### src/rtl/dmem_arbiter.sv
// dmem_arbiter: shares a single-port data_memory between the core LSU (port 0)
// and the debug/loader port (port 1). Round-robin arbitration with a bounded
// lock for bursts; reads return on a registered per-port channel one cycle
// after acceptance.
module dmem_arbiter #(
    parameter int DATA_WIDTH = 64,
    parameter int ADDR_WIDTH = 10,
    parameter int LOCK_MAX   = 4
) (
    input  logic                  clk,
    input  logic                  reset,
    input  logic [1:0]            req_valid,
    output logic [1:0]            req_ready,
    input  logic [1:0]            req_write,
    input  logic [1:0]            req_lock,
    input  logic [ADDR_WIDTH-1:0] req_addr0,
    input  logic [ADDR_WIDTH-1:0] req_addr1,
    input  logic [DATA_WIDTH-1:0] req_wdata0,
    input  logic [DATA_WIDTH-1:0] req_wdata1,
    output logic [1:0]            resp_valid,
    output logic [DATA_WIDTH-1:0] resp_rdata0,
    output logic [DATA_WIDTH-1:0] resp_rdata1,
    output logic [ADDR_WIDTH-1:0] mem_addr,
    output logic [DATA_WIDTH-1:0] mem_write_data,
    output logic                  mem_write,
    output logic                  mem_read,
    input  logic [DATA_WIDTH-1:0] mem_read_data
);

    typedef enum logic [1:0] {
        IDLE = 2'd0,
        OWN0 = 2'd1,
        OWN1 = 2'd2
    } state_t;

    // Lock counter value reached on the final beat a locked owner may take.
    localparam logic [3:0] LAST_CNT = 4'(LOCK_MAX - 1);

    state_t     state;
    state_t     state_next;
    logic       rr_ptr;
    logic       rr_next;
    logic [3:0] lock_cnt;
    logic [3:0] lock_cnt_next;

    logic [1:0] grant;
    logic       accept;
    logic       gport;
    logic       gwrite;
    logic       glock;

    // Grant selection: at most one port, never while reset is asserted.
    always_comb begin
        grant = 2'b00;
        if (!reset) begin
            case (state)
                IDLE: begin
                    if (req_valid == 2'b11) begin
                        grant = rr_ptr ? 2'b10 : 2'b01;
                    end else begin
                        grant = req_valid;
                    end
                end
                OWN0:    grant = {1'b0, req_valid[0]};
                OWN1:    grant = {req_valid[1], 1'b0};
                default: grant = 2'b00;
            endcase
        end
    end

    assign req_ready = grant;
    assign accept    = |grant;
    assign gport     = grant[1];
    assign gwrite    = gport ? req_write[1] : req_write[0];
    assign glock     = gport ? req_lock[1] : req_lock[0];

    // Memory controls follow the granted port only; all zero when idle.
    always_comb begin
        mem_addr       = '0;
        mem_write_data = '0;
        mem_write      = 1'b0;
        mem_read       = 1'b0;
        if (accept) begin
            mem_addr       = gport ? req_addr1 : req_addr0;
            mem_write_data = gport ? req_wdata1 : req_wdata0;
            mem_write      = gwrite;
            mem_read       = !gwrite;
        end
    end

    // Next-state logic for ownership, round-robin pointer and lock counter.
    always_comb begin
        state_next    = state;
        rr_next       = rr_ptr;
        lock_cnt_next = lock_cnt;
        case (state)
            IDLE: begin
                if (accept) begin
                    rr_next = ~gport;
                    if (glock && (LOCK_MAX > 1)) begin
                        state_next    = gport ? OWN1 : OWN0;
                        lock_cnt_next = 4'd1;
                    end
                end
            end
            OWN0, OWN1: begin
                if (!accept) begin
                    // Owner dropped valid: release immediately, nothing granted.
                    state_next    = IDLE;
                    rr_next       = (state == OWN0);
                    lock_cnt_next = '0;
                end else if (glock && (lock_cnt != LAST_CNT)) begin
                    lock_cnt_next = lock_cnt + 4'd1;
                end else begin
                    state_next    = IDLE;
                    rr_next       = ~gport;
                    lock_cnt_next = '0;
                end
            end
            default: begin
                state_next    = IDLE;
                lock_cnt_next = '0;
            end
        endcase
    end

    // Arbiter state register.
    always_ff @(posedge clk) begin
        if (reset) begin
            state    <= IDLE;
            rr_ptr   <= 1'b0;
            lock_cnt <= '0;
        end else begin
            state    <= state_next;
            rr_ptr   <= rr_next;
            lock_cnt <= lock_cnt_next;
        end
    end

    // Registered read response: one-cycle valid pulse, data held otherwise.
    always_ff @(posedge clk) begin
        if (reset) begin
            resp_valid  <= 2'b00;
            resp_rdata0 <= '0;
            resp_rdata1 <= '0;
        end else begin
            resp_valid <= grant & ~req_write;
            if (grant[0] && !req_write[0]) begin
                resp_rdata0 <= mem_read_data;
            end
            if (grant[1] && !req_write[1]) begin
                resp_rdata1 <= mem_read_data;
            end
        end
    end

endmodule

### config.mk
export PLATFORM = sky130hd
export DESIGN_NAME = dmem_arbiter
export DESIGN_NICKNAME = d
export VERILOG_FILES = /design/src/rtl/dmem_arbiter.sv
export SDC_FILE = /design/constraint.sdc
export NUM_CORES = 1
export LEC_CHECK = 0
export CAP_MARGIN = 20
export CORE_AREA = 4 4 165 167
export DETAILED_ROUTE_END_ITERATION = 12
export DIE_AREA = 0 0 169 171
export SYNTH_ARGS = -nofsm -noshare
export SYNTH_HDL_FRONTEND = slang
export SYNTH_SLANG_ARGS = --single-unit
export TNS_END_PERCENT = 20
### constraint.sdc
create_clock -name clk -period 4.1 [get_ports clk]
set_clock_uncertainty 0.1 [all_clocks]
set_input_delay 0.615 -clock clk [delete_from_list [all_inputs] [get_ports clk]]
set_output_delay 0.615 -clock clk [all_outputs]
set_load 0.02 [all_outputs]
==> results.yml, run 1 <==
drt:
  antenna_left: 0
  vias_per_cell: 4.47
  drt_iter0_markers: 516
  remaining_drc_errors: 0
  totalWireLength_microns: 28300
  vias: 7212
  firstDrtPassIters: 5
  wl_per_cell_microns: 17.6
grt:
  grt_usage_pct: 18.5
  antenna_found_initial: 2
  grt_max_degree: 76
  grt_pass1_vias: 6876
  overflow: 0
  grt_pass1_wl_microns: 41800
clock_tree:
  root_buffer: "clkbuf_16"
  clock_latency_ns: 0.42
  cts_tree: "built"
  clk_pin_slew_ns: 0.06
  cts_sinks: 137
  cts_buffers: 17
  h-tree-depth: 4
  clockBufferDepth: 2
floorplanning:
  start_util_pct: 23.5
  ioPinCount: 428
  fp.dieH_microns: 171
  row_count: 59
  core_sq_um: 25800
  die_x_microns: 169
  die-area_sq_um: 28900
placement:
  placed_area_sq_um: 10600
  port_buffers: 427
  dp_cells: 1581
  place_ws_ns: 0.325
  dp_hpwl_microns: 20700
  gp_congestion: 1.03
worst_setup_path:
  crit_path_start_kind: "flop"
  path_class: "flop to primary output"
  cpMaxStageDelayCell: "clkdlybuf4s50_1"
  crit_arrival_ns: 3.09
  path_buf_inv: 4
  crit_family: "buffers and inverters"
  startpoint: "state[0]$_SDFFE_PP0P_"
  critPathMaxFanout: 33
  crit_top_cell: "nand2_1"
  cp_slowest_stage_delay_ns: 0.70
  path_cells: "inv_1, ha_2, nand2_1, o21ai_1, nand2_2, inv_2, buf_12, nand2_1, a21oi_1, clkdlybuf4s50_1"
  critPathCaptureType: "primary output"
  cp_data_required_time_ns: 3.38
  reg2reg_from: "state[0]$_SDFFE_PP0P_"
run:
  cap_violations: 0
timing:
  hold_violations: 0
  max-slew-margin-rel_pct: 46.6
  fin_tns_setup_ns: 0
  period_needed_ns: 3.81
  rsz0062_at_grt: "false"
  final.setup.worst_slack_ns: 0.291
  period_share_pct: 92.9
  tightest_slew_ns: 0.801
  max_freq_mhz: 263
  timing.hold.ws_ns: 0.350
  slew_violations: 0
  finalSetupViolations: 0
layout:
  layout_common_cells: "clkdlybuf4s50_1 (426), nand2_1 (408), a21oi_1 (206)"
  nets: 1490
  postLayoutCellArea_sq_um: 11200
  drive_gt1_share_pct: 4.30
  syn2layout_area_growth_pct: 84.1
  mostFrequentLayoutCell: "clkdlybuf4s50_1"
  diodes: 0
  fin_cells: 1613
power_and_ir_drop:
  leakage_nw: 3.96
  vdd_drop_max_v: 0.000214
  powerDensity_nw_per_um2: 395
synthesis:
  synth-seq-area-share_pct: 45.3
  synthesis.nets: 1100
  yosys_warnings: 0
  syn_avg_cell_area_sq_um: 6.92
  synthDistinctLibCells: 29
  syn-cell-area_sq_um: 6060
  synth_seq_cells: 137
  synthCells: 875
hold_path:
  min_from: "resp_rdata0[19]$_SDFFE_PP0P_"
  min_path_type: "flop to flop"
status:
  status: "completed"
-- final cells by class --
type,count,area [sq um]
clock inverters,12,141
clock buffers,20,457
fillers,2593,14600
repair buffers,439,4450
well taps,335,419
flip-flops and latches,137,2740
multi-input cells,662,2910
inverters,8,30.0
-- tightest hold or removal path: stages, from the launching register on --
cell and delay (ns):
dfxtp_1 0.30, nand2_1 0.05, a21oi_1 0.05
-- path summary, 6_finish.rpt --
path                                        to  slack [ns]  depth (start not counted)
hold reg to reg   resp_rdata0[19]$_SDFFE_PP0P_        0.35                          2
setup reg to reg   resp_rdata1[2]$_SDFFE_PP0P_        1.28                         12
setup / recovery            mem_write_data[63]        0.29                         10
hold / removal    resp_rdata0[19]$_SDFFE_PP0P_        0.35                          2
-- logic make-up (layout without fill, tap and decap cells) --
| family | after synthesis | after routing | share of synthesized area [%] |
|---|---|---|---|
| flops | 137 | 137 | 45.3 |
| buf+inv | 76 | 479 | 6.80 |
| mux | 5 | 5 | 0.868 |
| fa+ha+maj | 5 | 5 | 1.03 |
| compound gates | 220 | 220 | 18.7 |
| simple gates | 432 | 432 | 27.4 |
-- flip-flops by register name, summed over array words and instances, names as in the netlist --
signal / flops
resp_valid: 2
rr_ptr: 1
lock_cnt: 4
resp_rdata1: 64
state: 2
resp_rdata0: 64
-- where the power goes --
group | switching [W] | total, W | internal [W]
registers | 0.0000416 | 0.00145 | 0.00141
logic | 0.000750 | 0.00139 | 0.000641
clock network | 0.000625 | 0.00156 | 0.000936
total | 0.00142 | 0.00440 | 0.00299
-- synthesized netlist by cell type --
cell type  count  area (sq um)
buf_4          3          22.5
buf_6         11           124
nand2b_1       3          18.8
nor3_1         3          15.0
nor2_1         6          22.5
mux2i_1        3          30.0
clkbuf_1      24          90.1
a31oi_1        1          6.26
o32ai_1        2          17.5
a21boi_2       1          11.3
mux2_2         1          11.3
nand4_1        1          6.26
nor2b_1        3          18.8
o21ai_1        1          5.00
ha_1           5          62.6
inv_2          3          11.3
a311oi_1       1          8.76
nor2_4         1          11.3
or2_1          1          6.26
mux2_1         1          11.3
o211ai_1       4          30.0
buf_2         26           130
a21oi_1      206          1030
nand3_1        4          20.0
o21ai_0        4          20.0
inv_1          5          18.8
dfxtp_1      137          2740
nand2_1      410          1540
buf_1          4          15.0
-- stage by stage --
step	total power (W)	utilization, %
2_1_floorplan	0.00216	-
3_3_place_gp	0.00287	41.0
3_5_place_dp	0.00287	41.0
4_1_cts	0.00445	43.3
5_1_grt	0.00461	43.3
6_report	0.00440	43.3
-- layer usage --
metal	part of all wire, %	up-vias	track usage (%)	wire, microns
li1	-	3594	-	-
met1	44	3268	24.9	12400
met2	46	306	29.4	13100
met3	7.9	40	4.78	2240
met4	1.9	4	5.60	544
met5	0.088	-	0	25
-- what timing repair did --
action                                 in CTS  in global routing
setup endpoints to repair                   0                  1
endpoints found under the hold margin       0                  0
hold buffers                                0                  0
resized for setup                           0                  1
buffers inserted                            0                  0
No activity file was read; power rests on OpenSTA's default activity.
==> inputs of run 2 (changes only) <==
SETUP_SLACK_MARGIN = 0.2   (was unset)
==> run 2 against run 1 <==
  * Clock-buffer cell count did not move
  * Via count shrank 0.25%
  * Sequential share of layout area about the same
  * Flip-flop and latch count unchanged
  * Critical path depth unchanged
  * First-iteration DRC count stayed put
  * Combinational power hardly changed
  * Utilization about the same
  * Cell count stayed put
  * Hold slack barely moved
  * Non-clock buffer count stayed put
  * Register-to-register slack is essentially flat
  * Critical path type unchanged
  * Largest power group unchanged
==> results.yml, run 2 (same netlist as run 1, synthesis figures left out) <==
layout:
  drive_gt1_share_pct: 4.30
  diodes: 0
  multi_input_area_sq_um: 2910
  layout_common_cells: "clkdlybuf4s50_1 (425), nand2_1 (408), a21oi_1 (206)"
  nFillCells: 2594
  reg_top3: "resp_rdata0 (64), resp_rdata1 (64), lock_cnt (4)"
  seqCellArea_sq_um: 2740
  mostFrequentLayoutCell: "clkdlybuf4s50_1"
  nets: 1490
  syn2layout_area_growth_pct: 84.2
  postLayoutCoreUtil_pct: 43.3
placement:
  place_ws_ns: 0.325
  dp_hpwl_microns: 20700
  port_buffers: 427
  gp_congestion: 1.03
clock_tree:
  post-cts-setup-buffer-count: 0
  cts_buffers: 17
  h-tree-depth: 4
  clk_pin_slew_ns: 0.06
  ctsHoldBuffers: 0
  clock_latency_ns: 0.42
  root_buffer: "clkbuf_16"
  clockBufferDepth: 2
  cts_sinks: 137
  cts_tree: "built"
floorplanning:
  die_x_microns: 169
  core_sq_um: 25800
  ioPinCount: 428
  die-area_sq_um: 28900
  row_count: 59
  fp.dieH_microns: 171
  start_util_pct: 23.5
worst_setup_path:
  cp_slowest_stage_delay_ns: 0.67
  rr_worst_depth: 12
  r2r-end: "resp_rdata1[2]$_SDFFE_PP0P_"
  cpMaxStageDelayCell: "clkdlybuf4s50_1"
  crit_top_cell: "nand2_1"
  path_cells: "inv_1, ha_2, nand2_1, o21ai_1, nand2_2, inv_2, buf_12, nand2_1, a21oi_1, clkdlybuf4s50_1"
  cp_num_cells: 10
  reg2reg_from: "state[0]$_SDFFE_PP0P_"
  r2r_slack_ns: 1.28
  crit_path_start_kind: "flop"
  worstSetupEndpoint: "mem_write_data[29]"
  startpoint: "state[0]$_SDFFE_PP0P_"
  critPathCaptureType: "primary output"
  crit_arrival_ns: 3.05
  path_class: "flop to primary output"
  path_buf_inv: 4
  cp_data_required_time_ns: 3.38
  crit_family: "buffers and inverters"
  critPathMaxFanout: 33
grt:
  antenna_found_initial: 2
  overflow: 0
  grt_pass1_wl_microns: 41800
  grt_usage_pct: 18.5
  grt_pass1_vias: 6876
  grt_max_degree: 76
timing:
  finalSetupViolations: 0
  tightest_slew_ns: 0.799
  final.setup.worst_slack_ns: 0.330
  period_needed_ns: 3.77
  fin_tns_setup_ns: 0
  max_freq_mhz: 265
  max-slew-margin-rel_pct: 46.7
  slew_violations: 0
  period_share_pct: 91.9
  hold_violations: 0
  rsz0062_at_grt: "true"
drt:
  vias: 7194
  remaining_drc_errors: 0
  vias_per_cell: 4.46
  drt_iter0_markers: 516
  antenna_left: 0
  wl_per_cell_microns: 17.6
  totalWireLength_microns: 28400
  firstDrtPassIters: 5
power_and_ir_drop:
  leakage_nw: 3.98
  powerDensity_nw_per_um2: 395
  vdd_drop_max_v: 0.000214
run:
  cap_violations: 0
hold_path:
  min_path_type: "flop to flop"
status:
  status: "completed"
run 2: changes by cell type in the layout (fill, tap and decap cells not counted), sizes merged:
cell	delta
clkdlybuf4s50	-1
dlymetal6s2s	+1
run 2: tightest hold or removal path: stages, from the launching register on:
cell and delay [ns]:
dfxtp_1 0.30, nand2_1 0.05, a21oi_1 0.05
run 2: worst min-delay path by stage:
stage | start | end | slack, ns | depth (start not counted)
4_1_cts | resp_rdata0[22]$_SDFFE_PP0P_ | resp_rdata0[22]$_SDFFE_PP0P_ | 0.35 | 2
6_report | resp_rdata0[19]$_SDFFE_PP0P_ | resp_rdata0[19]$_SDFFE_PP0P_ | 0.35 | 2
3_3_place_gp | resp_rdata0[31]$_SDFFE_PP0P_ | resp_rdata0[31]$_SDFFE_PP0P_ | 0.34 | 2
2_1_floorplan | lock_cnt[1]$_SDFFE_PP0P_ | lock_cnt[1]$_SDFFE_PP0P_ | 0.40 | 2
3_5_place_dp | resp_rdata0[31]$_SDFFE_PP0P_ | resp_rdata0[31]$_SDFFE_PP0P_ | 0.35 | 2
5_1_grt | resp_rdata0[61]$_SDFFE_PP0P_ | resp_rdata0[61]$_SDFFE_PP0P_ | 0.37 | 2
run 2: power by group:
| part | internal, W | switching (W) | leakage [nW] |
|---|---|---|---|
| logic | 0.000640 | 0.000750 | 2.59 |
| registers | 0.00141 | 0.0000416 | 1.11 |
| clock network | 0.000936 | 0.000625 | 0.276 |
| total | 0.00299 | 0.00142 | 3.98 |
run 2: layout make-up:
| cell class | instances | share of cell area, % |
|---|---|---|
| inverter | 8 | 0.269 |
| timing repair buffer | 439 | 39.9 |
| clock inverter | 12 | 1.27 |
| sequential | 137 | 24.6 |
| multi-input combinational | 662 | 26.1 |
| tap | 335 | 3.76 |
| clock buffer | 20 | 4.09 |
run 2: per-layer routing:
layer / track usage (%) / routed length [microns]
met1: 24.9 / 12400
met5: 0 / 25
met4: 5.60 / 531
met3: 4.78 / 2260
met2: 29.4 / 13200
run 2: repair_timing:
item / CTS / global route
gates cloned: 0 / 0
endpoints found under the setup margin: 1 / 4
resized for setup: 1 / 1
run 2: stage by stage:
step | power [W] | area, sq um | cells | hold WS, ns
after global placement | 0.00287 | 10600 | 1581 | 0.341
after CTS | 0.00446 | 11200 | 1613 | 0.353
after global routing | 0.00461 | 11200 | 1613 | 0.369
after detailed placement | 0.00287 | 10600 | 1581 | 0.345
after floorplan | 0.00216 | 6060 | 875 | 0.396
final | 0.00440 | 11200 | 1613 | 0.350
==> inputs of run 3 (changes only) <==
CORE_AREA = 4 4 163 165   (was 4 4 165 167)
DIE_AREA = 0 0 167 169   (was 0 0 169 171)
clock period = 3.6 ns   (was 4.1 ns; I/O delays follow)
==> run 3 against run 2 <==
  * Setup slack worse by 0.11 ns
  * Cell count about the same
  * Design area about the same
  * Non-clock buffer count up 2
  * Clock power up 9.6%
  * Largest cell class unchanged
  * Highest routed layer unchanged
==> results.yml, run 3 (same netlist as run 1, synthesis figures left out) <==
timing:
  hold_violations: 0
  finalSetupViolations: 0
  max-slew-margin-rel_pct: 44.8
  rsz0062_at_grt: "true"
  period_share_pct: 93.8
  period_needed_ns: 3.38
  tightest_slew_ns: 0.828
  slew_violations: 0
  fin_tns_setup_ns: 0
  final.setup.worst_slack_ns: 0.222
  timing.hold.ws_ns: 0.352
  max_freq_mhz: 296
worst_setup_path:
  r2r_slack_ns: 0.90
  cpMaxStageDelayCell: "clkdlybuf4s50_1"
  path_cells: "clkdlybuf4s50_1, nor2b_1, o21ai_1, nand2_2, buf_12, nand2_1, a21oi_1, clkdlybuf4s50_1"
  r2r-end: "resp_rdata1[63]$_SDFFE_PP0P_"
  rr_worst_depth: 10
  cp_slowest_stage_delay_ns: 0.64
  critPathCaptureType: "primary output"
  critPathMaxFanout: 75
  crit_family: "buffers and inverters"
  path_class: "input port to primary output"
  reg2reg_from: "state[0]$_SDFFE_PP0P_"
  cp_data_required_time_ns: 2.96
  crit_arrival_ns: 2.74
  path_buf_inv: 3
  crit_top_cell: "clkdlybuf4s50_1"
  crit_path_start_kind: "input port"
drt:
  vias_per_cell: 4.48
  totalWireLength_microns: 28600
  wl_per_cell_microns: 17.7
  antenna_left: 0
  vias: 7216
  firstDrtPassIters: 5
  drt_iter0_markers: 608
  remaining_drc_errors: 0
clock_tree:
  clockBufferDepth: 2
  post-cts-setup-buffer-count: 0
  post_cts_resized: 1
  h-tree-depth: 4
  cts_buffers: 17
  cts_sinks: 137
  root_buffer: "clkbuf_16"
  ctsHoldBuffers: 0
  cts_tree: "built"
  clock_latency_ns: 0.42
  clk_pin_slew_ns: 0.06
floorplanning:
  core_sq_um: 25000
  die-area_sq_um: 28200
  start_util_pct: 24.2
  ioPinCount: 428
  fp.dieH_microns: 169
  die_x_microns: 167
  row_count: 58
power_and_ir_drop:
  power_frac_clock_pct: 34.7
  combPwrFrac_pct: 31.8
  power_frac_seq_pct: 33.5
  power_w: 0.00493
  p_sw_share_pct: 34.0
  powerDensity_nw_per_um2: 442
  internal_power_w: 0.00325
  p_switching_w: 0.00168
  vdd_drop_max_v: 0.000273
  leakage_nw: 4.18
layout:
  drive_gt1_share_pct: 4.45
  reg_top3: "resp_rdata0 (64), resp_rdata1 (64), lock_cnt (4)"
  syn2layout_area_growth_pct: 84.0
  layout_common_cells: "clkdlybuf4s50_1 (412), nand2_1 (408), a21oi_1 (206)"
  fin_cells: 1612
  nets: 1492
  seqCellArea_sq_um: 2740
  multi_input_area_sq_um: 2910
  mostFrequentLayoutCell: "clkdlybuf4s50_1"
  nFillCells: 2553
grt:
  grt_pass1_wl_microns: 42000
  grt_max_degree: 76
  antenna_found_initial: 5
  overflow: 0
  grt_pass1_vias: 6792
  grt_usage_pct: 19.0
status:
  status: "completed"
hold_path:
  hold_path_depth: 2
  min_from: "resp_rdata0[33]$_SDFFE_PP0P_"
  whs_endpoint: "resp_rdata0[33]$_SDFFE_PP0P_"
  min_path_type: "flop to flop"
placement:
  gp_congestion: 0.937
  place_ws_ns: 0.207
  port_buffers: 427
  dp_cells: 1578
  dp_hpwl_microns: 21000
run:
  cap_violations: 0
-- run 3: cell types whose count changed in the layout (fill, tap and decap cells not counted), sizes merged --
cell,delta
inv,+8
clkinvlp,-4
buf,+2
clkdlybuf4s50,-13
diode,+2
bufinv,-2
clkbuf,-3
dlymetal6s2s,+12
dlygate4sd2,+1
clkinv,+1
-- run 3: power groups by stage --
| stage | combinational [W] | clock (W) | sequential [W] |
|---|---|---|---|
| detailed placement | 0.00158 | 0 | 0.00168 |
| global route | 0.00168 | 0.00184 | 0.00166 |
| CTS | 0.00158 | 0.00177 | 0.00165 |
| floorplan | 0.000684 | 0 | 0.00178 |
| finish | 0.00157 | 0.00171 | 0.00165 |
| global placement | 0.00158 | 0 | 0.00168 |
-- run 3: final cells by class --
type                            count  share of cell area [%]
Antenna cell                        2                  0.0449
Clock buffer                       17                    3.82
Clock inverter                     15                    1.32
Inverter                            8                   0.269
Multi-Input combinational cell    662                    26.1
Sequential cell                   137                    24.6
Tap cell                          330                    3.70
Timing Repair Buffer              441                    40.1
-- run 3: worst register-to-register path, cell delays in order, from the launching register on --
cell and delay (ns):
dfxtp_1 0.33, ha_1 0.21, nor2_1 0.31, nand2_2 0.14, inv_2 0.15, buf_12 0.23
nand2b_2 0.31, inv_2 0.13, buf_4 0.42, nand2_1 0.15, a21oi_1 0.13
-- run 3: worst max path at each step --
stage,cells after the start,to,startpoint,slack [ns]
global route,9,mem_write_data[58],req_valid[0],0.11
finish,8,mem_write_data[31],req_valid[0],0.22
detailed placement,9,mem_write_data[33],req_valid[0],0.21
global placement,9,mem_write_data[33],req_valid[1],0.17
floorplan,8,mem_write_data[33],req_valid[0],1.12
CTS,9,mem_write_data[51],req_valid[0],0.23
-- run 3: per-stage QoR --
| step | utilization [%] | area (sq um) |
|---|---|---|
| global placement | 42.1 | 10500 |
| detailed placement | 42.1 | 10500 |
| finish | 44.5 | 11100 |
| floorplan | - | 6060 |
| CTS | 44.4 | 11100 |
| global route | 44.5 | 11100 |
-- run 3: per-layer routing --
layer / GRT usage (%) / routed length (microns) / vias up
met1: 24.7 / 12300 / 3295
met4: 5.41 / 517 / 8
met2: 30.5 / 13500 / 265
met3: 5.98 / 2220 / 40
met5: 0 / 56 / -
li1: - / - / 3608
==> RTL change: new RTL, config.mk and constraints of run 3 <==
`ADDR_WIDTH`: 10 -> 11.
--- a/src/rtl/dmem_arbiter.sv
+++ b/src/rtl/dmem_arbiter.sv
@@ -4,7 +4,7 @@
 // after acceptance.
 module dmem_arbiter #(
     parameter int DATA_WIDTH = 64,
-    parameter int ADDR_WIDTH = 10,
+    parameter int ADDR_WIDTH = 11,
     parameter int LOCK_MAX   = 4
 ) (
     input  logic                  clk,
Interface: changed (resized mem_addr, req_addr0 and req_addr1); port bits go from 428 to 431. No check against the original RTL was run, so the function may have changed too.
==> RTL change against run 3 <==
- cell count shrank 8.7%
- count of clock-buffer cells in the layout rose by 1
- combinational power down 28%
- total power is 9.5% lower
- setup slack worse by 91 ps
- synthesized area shrank 5.7%
- routed wire length rose by 5.9%
- final area is 2.4% lower
- sequential cell count stayed put
- sequential share of layout area grew 0.61 points
- maximum frequency down 2.6%
- core utilization down 1.1 points
- non-clock buffer count up 1
- largest cell class unchanged
- highest routed layer unchanged
==> RTL change: results (changes against run 3) <==
tightest_slew_ps: 805  # was 828 ps
antenna_found_initial: 11  # was 5
hold-path-endpoint: "resp_rdata0[62]"  # was resp_rdata0[33]
synth_area_leaders: "dfxtp_1, nand2_1, a22o_1"  # was dfxtp_1, nand2_1, a21oi_1
r2r-start: "state[0]"  # unchanged
cts-buffers-inserted: 17  # unchanged
dr.pass1.iters: 5  # unchanged
wl_per_cell_um: 20.6  # was 17.7 um
async_reset_ff_share_pct: 0  # unchanged
grt_pass1_wl_mm: 43.1  # was 42.0 mm
yosys_warnings: 0  # unchanged
syn-num-nets: 951  # was 1100
r2r-end: "resp_rdata0[4]"  # was resp_rdata1[63]
synthTopCellsByCount: "nand2_1, dfxtp_1, a21oi_1"  # was nand2_1, a21oi_1, dfxtp_1
irDropWorstVdd_v: 0.000283  # was 0.000273 V
cts_root_buf: "clkbuf_16"  # unchanged
ys_seq_area_share_pct: 48.0  # was 45.3%
crit_path_max_fanout: 66  # was 75
grt_use_total_pct: 20.3  # was 19.0%
clk_pin_slew_ps: 70
grt_max_degree: 70  # was 76
hold_start: "resp_rdata0[62]"  # was resp_rdata0[33]
cellLeakagePower_nw: 3.99  # was 4.18 nW
holdWs_ps: 352  # about the same
nets: 1351  # was 1492
htreeDepth: 4  # unchanged
drtIter0Drc: 457  # was 608
reg_top3: "resp_rdata0 x64, resp_rdata1 x64, lock_cnt x4"  # unchanged
p_switching_mw: 1.32  # was 1.68 mW
critPathArrivalTime_ps: 2830  # was 2740 ps
dp_hpwl_mm: 23.2  # was 21.0 mm
grt_pass1_vias: 6641  # was 6792
r2r_cells: 9  # was 10
via_per_inst: 4.55  # was 4.48
status: "finished clean"  # unchanged
insertion_delay_ps: 420  # about the same
port_buffers: 430  # was 427
drive_above_1_share_pct: 5.55  # was 4.45%
r2r_slack_ps: 1060  # was 900 ps
holdPathStages: 2  # unchanged
yosys.cell_types.count: 33  # was 29
gp_congestion: 0.922  # was 0.937
## RTL change: changes by cell type after synthesis, moves of 3 or more
cell      before  now
nand2_1      410  265
a22o_1         0   76
a21oi_1      206  131
buf_6         11    2
clkbuf_1      24   31
o211ai_1       4    0
buf_1          4    1
## RTL change: per-stage QoR
stage               instances  utilization, %  worst slack (ps)  area [um2]
floorplan                 724               -              1000        5710
global placement         1435            41.0               231       10300
detailed placement       1435            41.0               214       10300
CTS                      1466            43.3               129       10800
global route             1472            43.4              10.5       10900
finish                   1472            43.4               131       10900
## RTL change: layout make-up
class	instances	area [um2]
Multi-Input combinational cell	518	2670
Fill cell	2586	14200
Antenna cell	6	15.0
Sequential cell	137	2740
Clock inverter	13	134
Clock buffer	18	439
Timing Repair Buffer	442	4430
Tap cell	330	413
Inverter	8	30.0
## RTL change: critical path: stages, from the launching register on
cell	delay, ps
dfxtp_1	350
ha_1	260
nor2_1	130
nand2_1	70
or2_4	260
inv_2	110
buf_12	280
a22o_1	260
clkdlybuf4s50_1	630
## RTL change: worst max path at each step
stage	start	to	slack (ps)	depth (start not counted)
after global routing	state[0]	mem_write_data[56]	10	8
after detailed placement	req_valid[0]	mem_addr[1]	210	9
after CTS	state[0]	mem_write_data[56]	130	8
after global placement	req_valid[1]	mem_write_data[56]	230	7
final	state[0]	mem_write_data[56]	130	8
after floorplan	state[0]	mem_read	1000	8
## RTL change: power groups by stage
stage	sequential [mW]	combinational (mW)	clock, mW
3_3_place_gp	1.64	1.14	0
6_report	1.61	1.13	1.73
3_5_place_dp	1.64	1.14	0
5_1_grt	1.61	1.20	1.85
2_1_floorplan	1.70	0.421	0
4_1_cts	1.61	1.14	1.78
## RTL change: metal layers
layer,vias up,track usage [%],share of wire (%)
met3,46,6.84,8.1
met4,4,8.96,3.6
met1,3088,22.8,39
met2,302,35.2,49
li1,3262,-,-
met5,-,0,0.089
## RTL change: cells by family (layout without fill, tap and decap cells)
kind of cell / count (synthesis) / in the layout / share of synthesized area [%]
AO/OA/AOI/OAI: 220 / 220 / 24.8
adder cells (fa/ha/maj): 5 / 5 / 1.10
buffers and inverters: 69 / 481 / 5.48
flip-flops: 137 / 137 / 48.0
multiplexers: 3 / 3 / 0.767
other: 0 / 6 / 0
AND/OR/NAND/NOR: 290 / 290 / 19.8
## RTL change: timing repair
item / in CTS / in global routing
hold buffers: 0 / 0
gates resized for setup: 0 / 10
hold endpoints to repair: 0 / 0
pin swaps: 0 / 0
gates cloned: 0 / 0
endpoints found under the setup margin: 14 / 69
